$ cat config.mk
export PLATFORM = sky130hd
export DESIGN_NAME = alu_seq_param
export DESIGN_NICKNAME = d
export VERILOG_FILES = /design/src/rtl/alu_seq_param.sv
export SDC_FILE = /design/constraint.sdc
export NUM_CORES = 1
export LEC_CHECK = 0
export ABC_AREA = 1
export ABC_CLOCK_PERIOD_IN_PS = 1400
export CAP_MARGIN = 15
export CORE_ASPECT_RATIO = 1.1
export CORE_MARGIN = 3
export CORE_UTILIZATION = 54
export CTS_CLUSTER_SIZE = 40
export DETAILED_ROUTE_END_ITERATION = 10
export PLACE_DENSITY = 0.82
export SETUP_SLACK_MARGIN = 0.02
export SLEW_MARGIN = 20
export SYNTH_ARGS = -nofsm -noshare
export SYNTH_HDL_FRONTEND = slang
export SYNTH_SLANG_ARGS = --single-unit
$ cat constraint.sdc
create_clock -name clk -period 1.4 [get_ports clk]
set_input_delay 0.21 -clock clk [delete_from_list [all_inputs] [get_ports clk]]
set_output_delay 0.21 -clock clk [all_outputs]
set_load 0.1 [all_outputs]
$ cat src/rtl/alu_seq_param.sv
// alu_seq_param: sequential ALU with valid/ready handshakes on both sides.
// Single-cycle ops (ADD, SUB, GT, EQ, LT, AND, OR, XOR, SLL, SRL) finish in
// one cycle. MUL is an iterative shift-add multiplier that is built only
// when the macro ALU_SEQ_PARAM_MUL_EN is defined. Without that macro,
// op 8 is treated as an illegal opcode.
// Results and flags are held in registers and stay stable while
// out_valid && !out_ready.
module alu_seq_param #(
  parameter int WIDTH = 8
) (
  input  logic             clk,
  input  logic             rst_n,
  input  logic             in_valid,
  output logic             in_ready,
  input  logic [WIDTH-1:0] a,
  input  logic [WIDTH-1:0] b,
  input  logic [3:0]       op_code,
  output logic             out_valid,
  input  logic             out_ready,
  output logic [WIDTH-1:0] result,
  output logic [WIDTH-1:0] result_hi,
  output logic             zero_flag,
  output logic             carry_flag,
  output logic             ovf_flag,
  output logic             err_flag
);

  localparam int SHW = $clog2(WIDTH);

  localparam logic [1:0] ST_IDLE = 2'd0;
`ifdef ALU_SEQ_PARAM_MUL_EN
  localparam logic [1:0] ST_BUSY = 2'd1;
`endif
  localparam logic [1:0] ST_DONE = 2'd2;

  localparam logic [3:0] OP_ADD = 4'd0;
  localparam logic [3:0] OP_SUB = 4'd1;
  localparam logic [3:0] OP_GT  = 4'd2;
  localparam logic [3:0] OP_EQ  = 4'd3;
  localparam logic [3:0] OP_LT  = 4'd4;
  localparam logic [3:0] OP_AND = 4'd5;
  localparam logic [3:0] OP_OR  = 4'd6;
  localparam logic [3:0] OP_XOR = 4'd7;
`ifdef ALU_SEQ_PARAM_MUL_EN
  localparam logic [3:0] OP_MUL = 4'd8;
`endif
  localparam logic [3:0] OP_SLL = 4'd9;
  localparam logic [3:0] OP_SRL = 4'd10;

  logic [1:0]       state_q,     state_d;
  logic             valid_q,     valid_d;
  logic [WIDTH-1:0] result_q,    result_d;
  logic [WIDTH-1:0] result_hi_q, result_hi_d;
  logic             zero_q,      zero_d;
  logic             carry_q,     carry_d;
  logic             ovf_q,       ovf_d;
  logic             err_q,       err_d;

  logic             accept_s;
  logic [WIDTH-1:0] sc_res_s;
  logic             sc_carry_s;
  logic             sc_ovf_s;
  logic             sc_err_s;
  logic [WIDTH:0]   add_s;
  logic [WIDTH:0]   sub_s;
  logic [SHW-1:0]   sh_s;
  logic [2*WIDTH-1:0] sll_ext_s;
  logic [2*WIDTH-1:0] srl_ext_s;

`ifdef ALU_SEQ_PARAM_MUL_EN
  localparam int CNTW = $clog2(WIDTH);
  logic [2*WIDTH-1:0] prod_q,  prod_d;
  logic [WIDTH-1:0]   mcand_q, mcand_d;
  logic [CNTW-1:0]    cnt_q,   cnt_d;
  logic [WIDTH:0]     mul_sum_s;
  logic [2*WIDTH-1:0] mul_next_s;
`endif

  assign accept_s   = in_valid && in_ready;
  assign in_ready   = (state_q == ST_IDLE) || ((state_q == ST_DONE) && out_ready);
  assign out_valid  = valid_q;
  assign result     = result_q;
  assign result_hi  = result_hi_q;
  assign zero_flag  = zero_q;
  assign carry_flag = carry_q;
  assign ovf_flag   = ovf_q;
  assign err_flag   = err_q;

  assign add_s     = {1'b0, a} + {1'b0, b};
  assign sub_s     = {1'b0, a} - {1'b0, b};
  assign sh_s      = b[SHW-1:0];
  assign sll_ext_s = {{WIDTH{1'b0}}, a} << sh_s;
  assign srl_ext_s = {a, {WIDTH{1'b0}}} >> sh_s;

  // Single-cycle datapath: result and flags for every non-MUL opcode.
  always_comb begin
    sc_res_s   = {WIDTH{1'b0}};
    sc_carry_s = 1'b0;
    sc_ovf_s   = 1'b0;
    sc_err_s   = 1'b0;
    case (op_code)
      OP_ADD: begin
        sc_res_s   = add_s[WIDTH-1:0];
        sc_carry_s = add_s[WIDTH];
        sc_ovf_s   = (a[WIDTH-1] == b[WIDTH-1]) && (add_s[WIDTH-1] != a[WIDTH-1]);
      end
      OP_SUB: begin
        sc_res_s   = sub_s[WIDTH-1:0];
        sc_carry_s = (a < b);
        sc_ovf_s   = (a[WIDTH-1] != b[WIDTH-1]) && (sub_s[WIDTH-1] != a[WIDTH-1]);
      end
      OP_GT:  sc_res_s = {{(WIDTH-1){1'b0}}, (a > b)};
      OP_EQ:  sc_res_s = {{(WIDTH-1){1'b0}}, (a == b)};
      OP_LT:  sc_res_s = {{(WIDTH-1){1'b0}}, (a < b)};
      OP_AND: sc_res_s = a & b;
      OP_OR:  sc_res_s = a | b;
      OP_XOR: sc_res_s = a ^ b;
      OP_SLL: begin
        sc_res_s   = sll_ext_s[WIDTH-1:0];
        sc_carry_s = (sh_s != {SHW{1'b0}}) ? sll_ext_s[WIDTH] : 1'b0;
      end
      OP_SRL: begin
        sc_res_s   = srl_ext_s[2*WIDTH-1:WIDTH];
        sc_carry_s = (sh_s != {SHW{1'b0}}) ? srl_ext_s[WIDTH-1] : 1'b0;
      end
      default: sc_err_s = 1'b1;
    endcase
  end

`ifdef ALU_SEQ_PARAM_MUL_EN
  // One shift-add step: add the multiplicand into the high half when the
  // current multiplier bit (the LSB of the product register) is set, then
  // shift right.
  always_comb begin
    mul_sum_s  = {1'b0, prod_q[2*WIDTH-1:WIDTH]} +
                 (prod_q[0] ? {1'b0, mcand_q} : {(WIDTH+1){1'b0}});
    mul_next_s = {mul_sum_s, prod_q[WIDTH-1:1]};
  end
`endif

  // Next-state logic for the FSM, the result/flag registers and the multiplier.
  always_comb begin
    state_d     = state_q;
    valid_d     = valid_q;
    result_d    = result_q;
    result_hi_d = result_hi_q;
    zero_d      = zero_q;
    carry_d     = carry_q;
    ovf_d       = ovf_q;
    err_d       = err_q;
`ifdef ALU_SEQ_PARAM_MUL_EN
    prod_d      = prod_q;
    mcand_d     = mcand_q;
    cnt_d       = cnt_q;
`endif
    if (accept_s) begin
`ifdef ALU_SEQ_PARAM_MUL_EN
      if (op_code == OP_MUL) begin
        state_d = ST_BUSY;
        valid_d = 1'b0;
        prod_d  = {{WIDTH{1'b0}}, b};
        mcand_d = a;
        cnt_d   = {CNTW{1'b0}};
      end else begin
        state_d     = ST_DONE;
        valid_d     = 1'b1;
        result_d    = sc_res_s;
        result_hi_d = {WIDTH{1'b0}};
        zero_d      = (sc_res_s == {WIDTH{1'b0}});
        carry_d     = sc_carry_s;
        ovf_d       = sc_ovf_s;
        err_d       = sc_err_s;
      end
`else
      state_d     = ST_DONE;
      valid_d     = 1'b1;
      result_d    = sc_res_s;
      result_hi_d = {WIDTH{1'b0}};
      zero_d      = (sc_res_s == {WIDTH{1'b0}});
      carry_d     = sc_carry_s;
      ovf_d       = sc_ovf_s;
      err_d       = sc_err_s;
`endif
    end else begin
      case (state_q)
        ST_IDLE: begin
          state_d = ST_IDLE;
          valid_d = 1'b0;
        end
`ifdef ALU_SEQ_PARAM_MUL_EN
        ST_BUSY: begin
          prod_d = mul_next_s;
          cnt_d  = cnt_q + {{(CNTW-1){1'b0}}, 1'b1};
          if (cnt_q == CNTW'(WIDTH-1)) begin
            state_d     = ST_DONE;
            valid_d     = 1'b1;
            result_d    = mul_next_s[WIDTH-1:0];
            result_hi_d = mul_next_s[2*WIDTH-1:WIDTH];
            zero_d      = (mul_next_s == {(2*WIDTH){1'b0}});
            carry_d     = 1'b0;
            ovf_d       = 1'b0;
            err_d       = 1'b0;
          end else begin
            state_d = ST_BUSY;
          end
        end
`endif
        ST_DONE: begin
          if (out_ready) begin
            state_d = ST_IDLE;
            valid_d = 1'b0;
          end else begin
            state_d = ST_DONE;
          end
        end
        default: begin
          state_d = ST_IDLE;
          valid_d = 1'b0;
        end
      endcase
    end
  end

  // State, result and flag registers; reset clears every visible output.
  always_ff @(posedge clk or negedge rst_n) begin
    if (!rst_n) begin
      state_q     <= ST_IDLE;
      valid_q     <= 1'b0;
      result_q    <= {WIDTH{1'b0}};
      result_hi_q <= {WIDTH{1'b0}};
      zero_q      <= 1'b0;
      carry_q     <= 1'b0;
      ovf_q       <= 1'b0;
      err_q       <= 1'b0;
    end else begin
      state_q     <= state_d;
      valid_q     <= valid_d;
      result_q    <= result_d;
      result_hi_q <= result_hi_d;
      zero_q      <= zero_d;
      carry_q     <= carry_d;
      ovf_q       <= ovf_d;
      err_q       <= err_d;
    end
  end

`ifdef ALU_SEQ_PARAM_MUL_EN
  // Multiplier working registers; reset drops any in-flight product.
  always_ff @(posedge clk or negedge rst_n) begin
    if (!rst_n) begin
      prod_q  <= {(2*WIDTH){1'b0}};
      mcand_q <= {WIDTH{1'b0}};
      cnt_q   <= {CNTW{1'b0}};
    end else begin
      prod_q  <= prod_d;
      mcand_q <= mcand_d;
      cnt_q   <= cnt_d;
    end
  end
`endif

endmodule

==> reports/qor.yml, run 1 <==
status:
  status: "did not finish"
  haltStage: "global routing"
  tool.error: "[ERROR DPL-0038] Utilization greater than 100%, impossible to legalize"
timing:
  endpoint_type: "sequential cell input"
  worst_endpoint: "zero_flag$_DFFE_PN0P_/D"
logic_synthesis:
  netlist_instances: 458
  yosysSeqAreaShare_pct: 13.5
  synth_top_area_cell: "nand2_1"
  synth.most_common_cell: "nand2_1"
  ys_top_cells_by_count: "nand2_1, nand3_1, nor2_1"
  avgSynthCellArea_um2: 5.66
  ys_ff_latch: 14
  synthTopCellsByArea: "nand2_1, dfrtp_1, ha_1"
  ys_types: 34
  syn_area_mm2: 0.00259
  yosys_warnings: 0
  yosysTopAreaCellShare_pct: 23.5
  synth_edf_count: 0
  synthArstFlopShare_pct: 100
  synth-main-ff-cell: "dfrtp_1"
cts:
  cts_root_buffer: "clkbuf_8"
  cts.path.max_buffers: 2
  htree_levels: 1
  clkSinkCount: 14
  hold_buffers: 0
  cts_inserted_buffers: 3
die:
  start_util_pct: 57.9
  die_h_um: 78.7
  die_w_um: 72.1
  row_count: 25
  ios: 46
placement:
  port_buffers: 37
  place.gp.congestion: 0.974
  placed_area_mm2: 0.00372
  place_hpwl_um: 7650
global_routing:
  grt_max_degree: 18
## through the flow
stage | utilization [%] | setup TNS, ps | cells | setup slack (ps) | hold slack (ps)
2_1_floorplan | - | -1300 | 465 | -274 | -85.6
3_3_place_gp | 83.2 | -9020 | 616 | -940 | 523
3_5_place_dp | 83.2 | -9600 | 616 | -976 | 534
4_1_cts | 95.1 | -976 | 634 | -278 | 273
## cells by family after synthesis
kind of cell	after synthesis	share of synthesized area (%)
AOI/OAI and AO/OA	37	7.87
xor gates and xnor gates	1	0.338
adders and majority gates	28	14.1
buffers and inverters	77	13.9
DFF	14	13.5
other	1	0.145
and+or+nand+nor	300	50.1
## repair_timing
| action | CTS |
|---|---|
| endpoints found under the setup margin | 12 |
| setup buffers | 15 |
| gates resized for setup | 190 |
| pin swaps | 54 |
| gates cloned | 0 |
==> run 2: changes to the inputs <==
Settings changed: CORE_ASPECT_RATIO 1.1 to default, CORE_UTILIZATION 54 to 40, CTS_CLUSTER_SIZE 40 to default, PLACE_DENSITY 0.82 to default, PLACE_DENSITY_LB_ADDON from default to 0.15, SETUP_SLACK_MARGIN 0.02 to default.
==> reports/qor.yml, run 2 <==
status:
  status: "finished, violations left"
  failed_checks: "setup timing"
routing:
  wirelength_um: 9690
  ant_nets: 0
  drc: 0
  viasPerCell: 5.08
  num_vias: 3360
  drt_iter0_markers: 239
  dr.pass1.iters: 5
  wire_per_inst_um: 14.7
die:
  die-area_mm2: 0.00748
  row_count: 28  # +12%
  core-area_mm2: 0.00610
  die_h_um: 86.5  # +10%
  ios: 46  # unchanged
  die_w_um: 86.5  # +20%
  start_util_pct: 42.5  # -15 points
global_routing:
  track_usage_pct: 25.4
  antenna_found_initial: 0
  grt_pass1_vias: 3277
  grt_max_degree: 18
  grt_overflow_total: 0
  grt_pass1_wl_um: 15200
cts:
  htree_levels: 1  # unchanged
  cts_tree: "done"
  cts_root_buffer: "clkbuf_8"
  clkSinkCount: 14  # unchanged
  cts_inserted_buffers: 3  # unchanged
  cts.path.max_buffers: 2  # unchanged
  clk_latency_ps: 240
  cts.clk_slew.worst_paths_ps: 60
  hold_buffers: 0  # unchanged
logic_synthesis:
  ys_ff_latch: 14  # unchanged
  yosysSeqAreaShare_pct: 13.5  # unchanged
  synthTopCellsByArea: "nand2_1, dfrtp_1, ha_1"
  yosys_warnings: 0  # unchanged
  synthArstFlopShare_pct: 100  # unchanged
  syn_area_mm2: 0.00259  # unchanged
  synth-main-ff-cell: "dfrtp_1"
  ys_types: 34  # unchanged
  synth_top_area_cell: "nand2_1"
  ys_top_cells_by_count: "nand2_1, nand3_1, nor2_1"
  avgSynthCellArea_um2: 5.66  # unchanged
  synth.most_common_cell: "nand2_1"
  yosysTopAreaCellShare_pct: 23.5  # unchanged
  synth_edf_count: 0  # unchanged
  netlist_instances: 458  # unchanged
timing:
  rsz0062_at_grt: "yes"
  setup_ws_ps: -253
  slew_viol_final: 0
  setup_violations: 9
  skew_ps: 0.445
  clock.fmax_mhz: 605
  finalCritPeriodShare_pct: 118
  final_hold_viol_count: 0
  fin_crit_ps: 1650
worst_setup_path:
  path_class: "input port to register"
  cp-end-kind: "register"
  cp.arrival_ps: 1840
  cp.required_ps: 1580
  path_max_fanout: 3
  ff2ff_path_depth: 6
  timing.rr.end: "err_flag"
  setup.worst_path.start_class: "input port"
  rr_startpoint: "state_q[1]"
  ff2ff_setup_slack_ps: 200
power:
  total_power_mw: 2.93
  irDropWorstVdd_mv: 1.01
  p_per_area_mw_per_mm2: 666
  p_leak_nw: 2.30
min_path:
  hold_class: "input port to asynchronous set/reset pin"
cells_and_area:
  stdcell_count: 661
  area_growth_pct: 69.8
  nets: 639
  final_cell_mix: "nand2_1, buf_4, nand3_1"
  layout_commonest_cell: "nand2_1"
  diodes: 0
  drive_above_1_share_pct: 45.6
  largest_reg_flops: 8
  nFillCells: 491
placement:
  port_buffers: 37  # unchanged
  place_inst: 641  # +4.1%
  place_hpwl_um: 7440  # -2.7%
  place.gp.congestion: 0.982  # +0.80%
flow_run:
  max_cap_viol_count: 0
run 2: cell counts after synthesis:
No cell type changed its count.
run 2: worst max-delay path, cell delays in order:
cell     delay (ps)
buf_4           140
ha_2            180
fa_2            360
buf_6           140
nand3_2          70
nand4_1         100
nand3_1          90
nand2_1          80
nor2_2          170
nand2_2          70
nor2_1           90
nand3_1          70
nand2_1          60
run 2: stage by stage:
stage | worst slack, ps | instance area (µm²) | setup TNS (ps) | hold WS, ps | utilization [%]
2_1_floorplan | -274 | 2710 | -1300 | -85.6 | -
3_3_place_gp | -994 | 3790 | -9560 | 524 | 62.2
3_5_place_dp | -1010 | 3790 | -9900 | 530 | 62.2
4_1_cts | -316 | 4240 | -1250 | 281 | 69.6
5_1_grt | -329 | 4400 | -2040 | 284 | 72.2
6_report | -253 | 4400 | -1200 | 274 | 72.2
run 2: final cells by class:
cell class / count / area (µm²) / share of cell area (%)
Multi-Input combinational cell: 374 / 2400 / 54.5
Timing Repair Buffer: 137 / 1270 / 28.8
Sequential cell: 14 / 350 / 7.96
Inverter: 57 / 234 / 5.32
Tap cell: 75 / 93.8 / 2.13
Clock buffer: 4 / 55.1 / 1.25
run 2: cells by family after synthesis:
logic type / synth area share (%)
AO/OA/AOI/OAI: 7.87
XOR/XNOR: 0.338
adder cells (fa/ha/maj): 14.1
buffers and inverters: 13.9
flip-flops: 13.5
other: 0.145
AND/OR/NAND/NOR: 50.1
run 2: routing by layer:
| layer | routed length, µm | GRT usage [%] | vias to the layer above |
|---|---|---|---|
| met1 | 4100 | 32.3 | 1518 |
| met2 | 4570 | 43.2 | 124 |
| li1 | - | - | 1677 |
| met5 | 0 | 0 | - |
| met3 | 547 | 3.33 | 41 |
| met4 | 462 | 9.92 | 0 |
run 2: worst max-delay path by stage:
stage / end / startpoint / cells past startpoint / slack (ps)
after floorplan: zero_flag / b[1] / 15 / -270
final: zero_flag / b[0] / 13 / -250
after detailed placement: zero_flag / a[0] / 13 / -1010
after CTS: zero_flag / a[0] / 16 / -320
after global routing: zero_flag / a[0] / 16 / -330
after global placement: zero_flag / b[2] / 12 / -990
run 2: power breakdown:
group	switching, mW	internal (mW)	total (mW)
registers	0.0540	0.458	0.512
clock network	0.139	0.249	0.388
logic	1.22	0.809	2.03
total	1.41	1.52	2.93
run 2: repair_timing:
item | CTS | global route
setup buffers | 17 | 1
resized for setup | 164 | 53
pin swaps | 54 | 32
setup endpoints to repair | 12 | 11
Note: power is estimated with default switching activity, not from simulation.
==> run 3: changes to the inputs <==
Settings changed: CORE_UTILIZATION 40 to 54.
==> reports/qor.yml, run 3 <==
status:
  status: "did not finish"
  haltStage: "global routing"
  tool.error: "[ERROR GRT-0232] Routing congestion too high. Check the congestion heatmap in the GUI."
die:
  die_w_um: 75.3  # -13%
  start_util_pct: 57.5  # +15 points
  ios: 46  # unchanged
  die_h_um: 75.3  # -13%
  row_count: 24  # -14%
logic_synthesis:
  ys_ff_latch: 14  # unchanged
  yosysSeqAreaShare_pct: 13.5  # unchanged
  yosys.area_share.simple_pct: 50.1  # unchanged
  yosys_warnings: 0  # unchanged
  syn_area_mm2: 0.00259  # unchanged
  synth_top_family_by_area: "simple AND/OR/NAND/NOR gates"
  synth_top_area_cell: "nand2_1"
  yosysTopAreaCellShare_pct: 23.5  # unchanged
  netlist_instances: 458  # unchanged
  synthTopCellsByArea: "nand2_1, dfrtp_1, ha_1"
  synthArstFlopShare_pct: 100  # unchanged
  ys_types: 34  # unchanged
  synth-compound-area-share_pct: 7.87  # unchanged
  synth_xor_area_share_pct: 0.338  # unchanged
  synth.most_common_cell: "nand2_1"
  ys_top_cells_by_count: "nand2_1, nand3_1, nor2_1"
  synth_edf_count: 0  # unchanged
  synth-main-ff-cell: "dfrtp_1"
  avgSynthCellArea_um2: 5.66  # unchanged
  synth_fa_ha_area_share_pct: 14.1  # unchanged
  synthMuxAreaShare_pct: 0  # unchanged
cts:
  clkSinkCount: 14  # unchanged
  cts_root_buffer: "clkbuf_8"
  cts_inserted_buffers: 3  # unchanged
  htree_levels: 1  # unchanged
  cts.path.max_buffers: 2  # unchanged
global_routing:
  grt_max_degree: 18
  track_usage_pct: 76.6
  grt_overflow_total: 148
placement:
  place_hpwl_um: 7690  # +3.3%
  place.gp.congestion: 1.07  # +8.6%
  port_buffers: 37  # unchanged
timing:
  endpoint_type: "sequential cell input"
  worst_endpoint: "zero_flag$_DFFE_PN0P_/D"
==> run 3: cell counts after synthesis <==
No cell type changed its count.
==> run 3: what timing repair did <==
action | CTS
pin swaps | 38
endpoints found under the hold margin | 0
buffers inserted | 10
hold buffers | 0
resized for setup | 154
setup endpoints to repair | 12
==> run 3: cells by family after synthesis <==
family | after synthesis
simple gates | 300
buf+inv | 77
compound gates | 37
fa+ha+maj | 28
flops | 14
xor+xnor | 1
other cells | 1
==> run 3: through the flow <==
step | util (%) | setup WS, ps | hold slack, ps | cell area (µm²) | cells
after floorplan | - | -274 | -85.6 | 2710 | 465
after global placement | 81.8 | -914 | 521 | 3680 | 606
after detailed placement | 81.8 | -1030 | 540 | 3680 | 606
after CTS | 91.6 | -299 | 294 | 4130 | 620
==> run 3: layer usage <==
metal / GRT usage (%) / GRT overflow
met1: 73.3 / 0
met4: 89.7 / 52
met3: 49.7 / 1
met5: 2.78 / 0
met2: 101 / 95
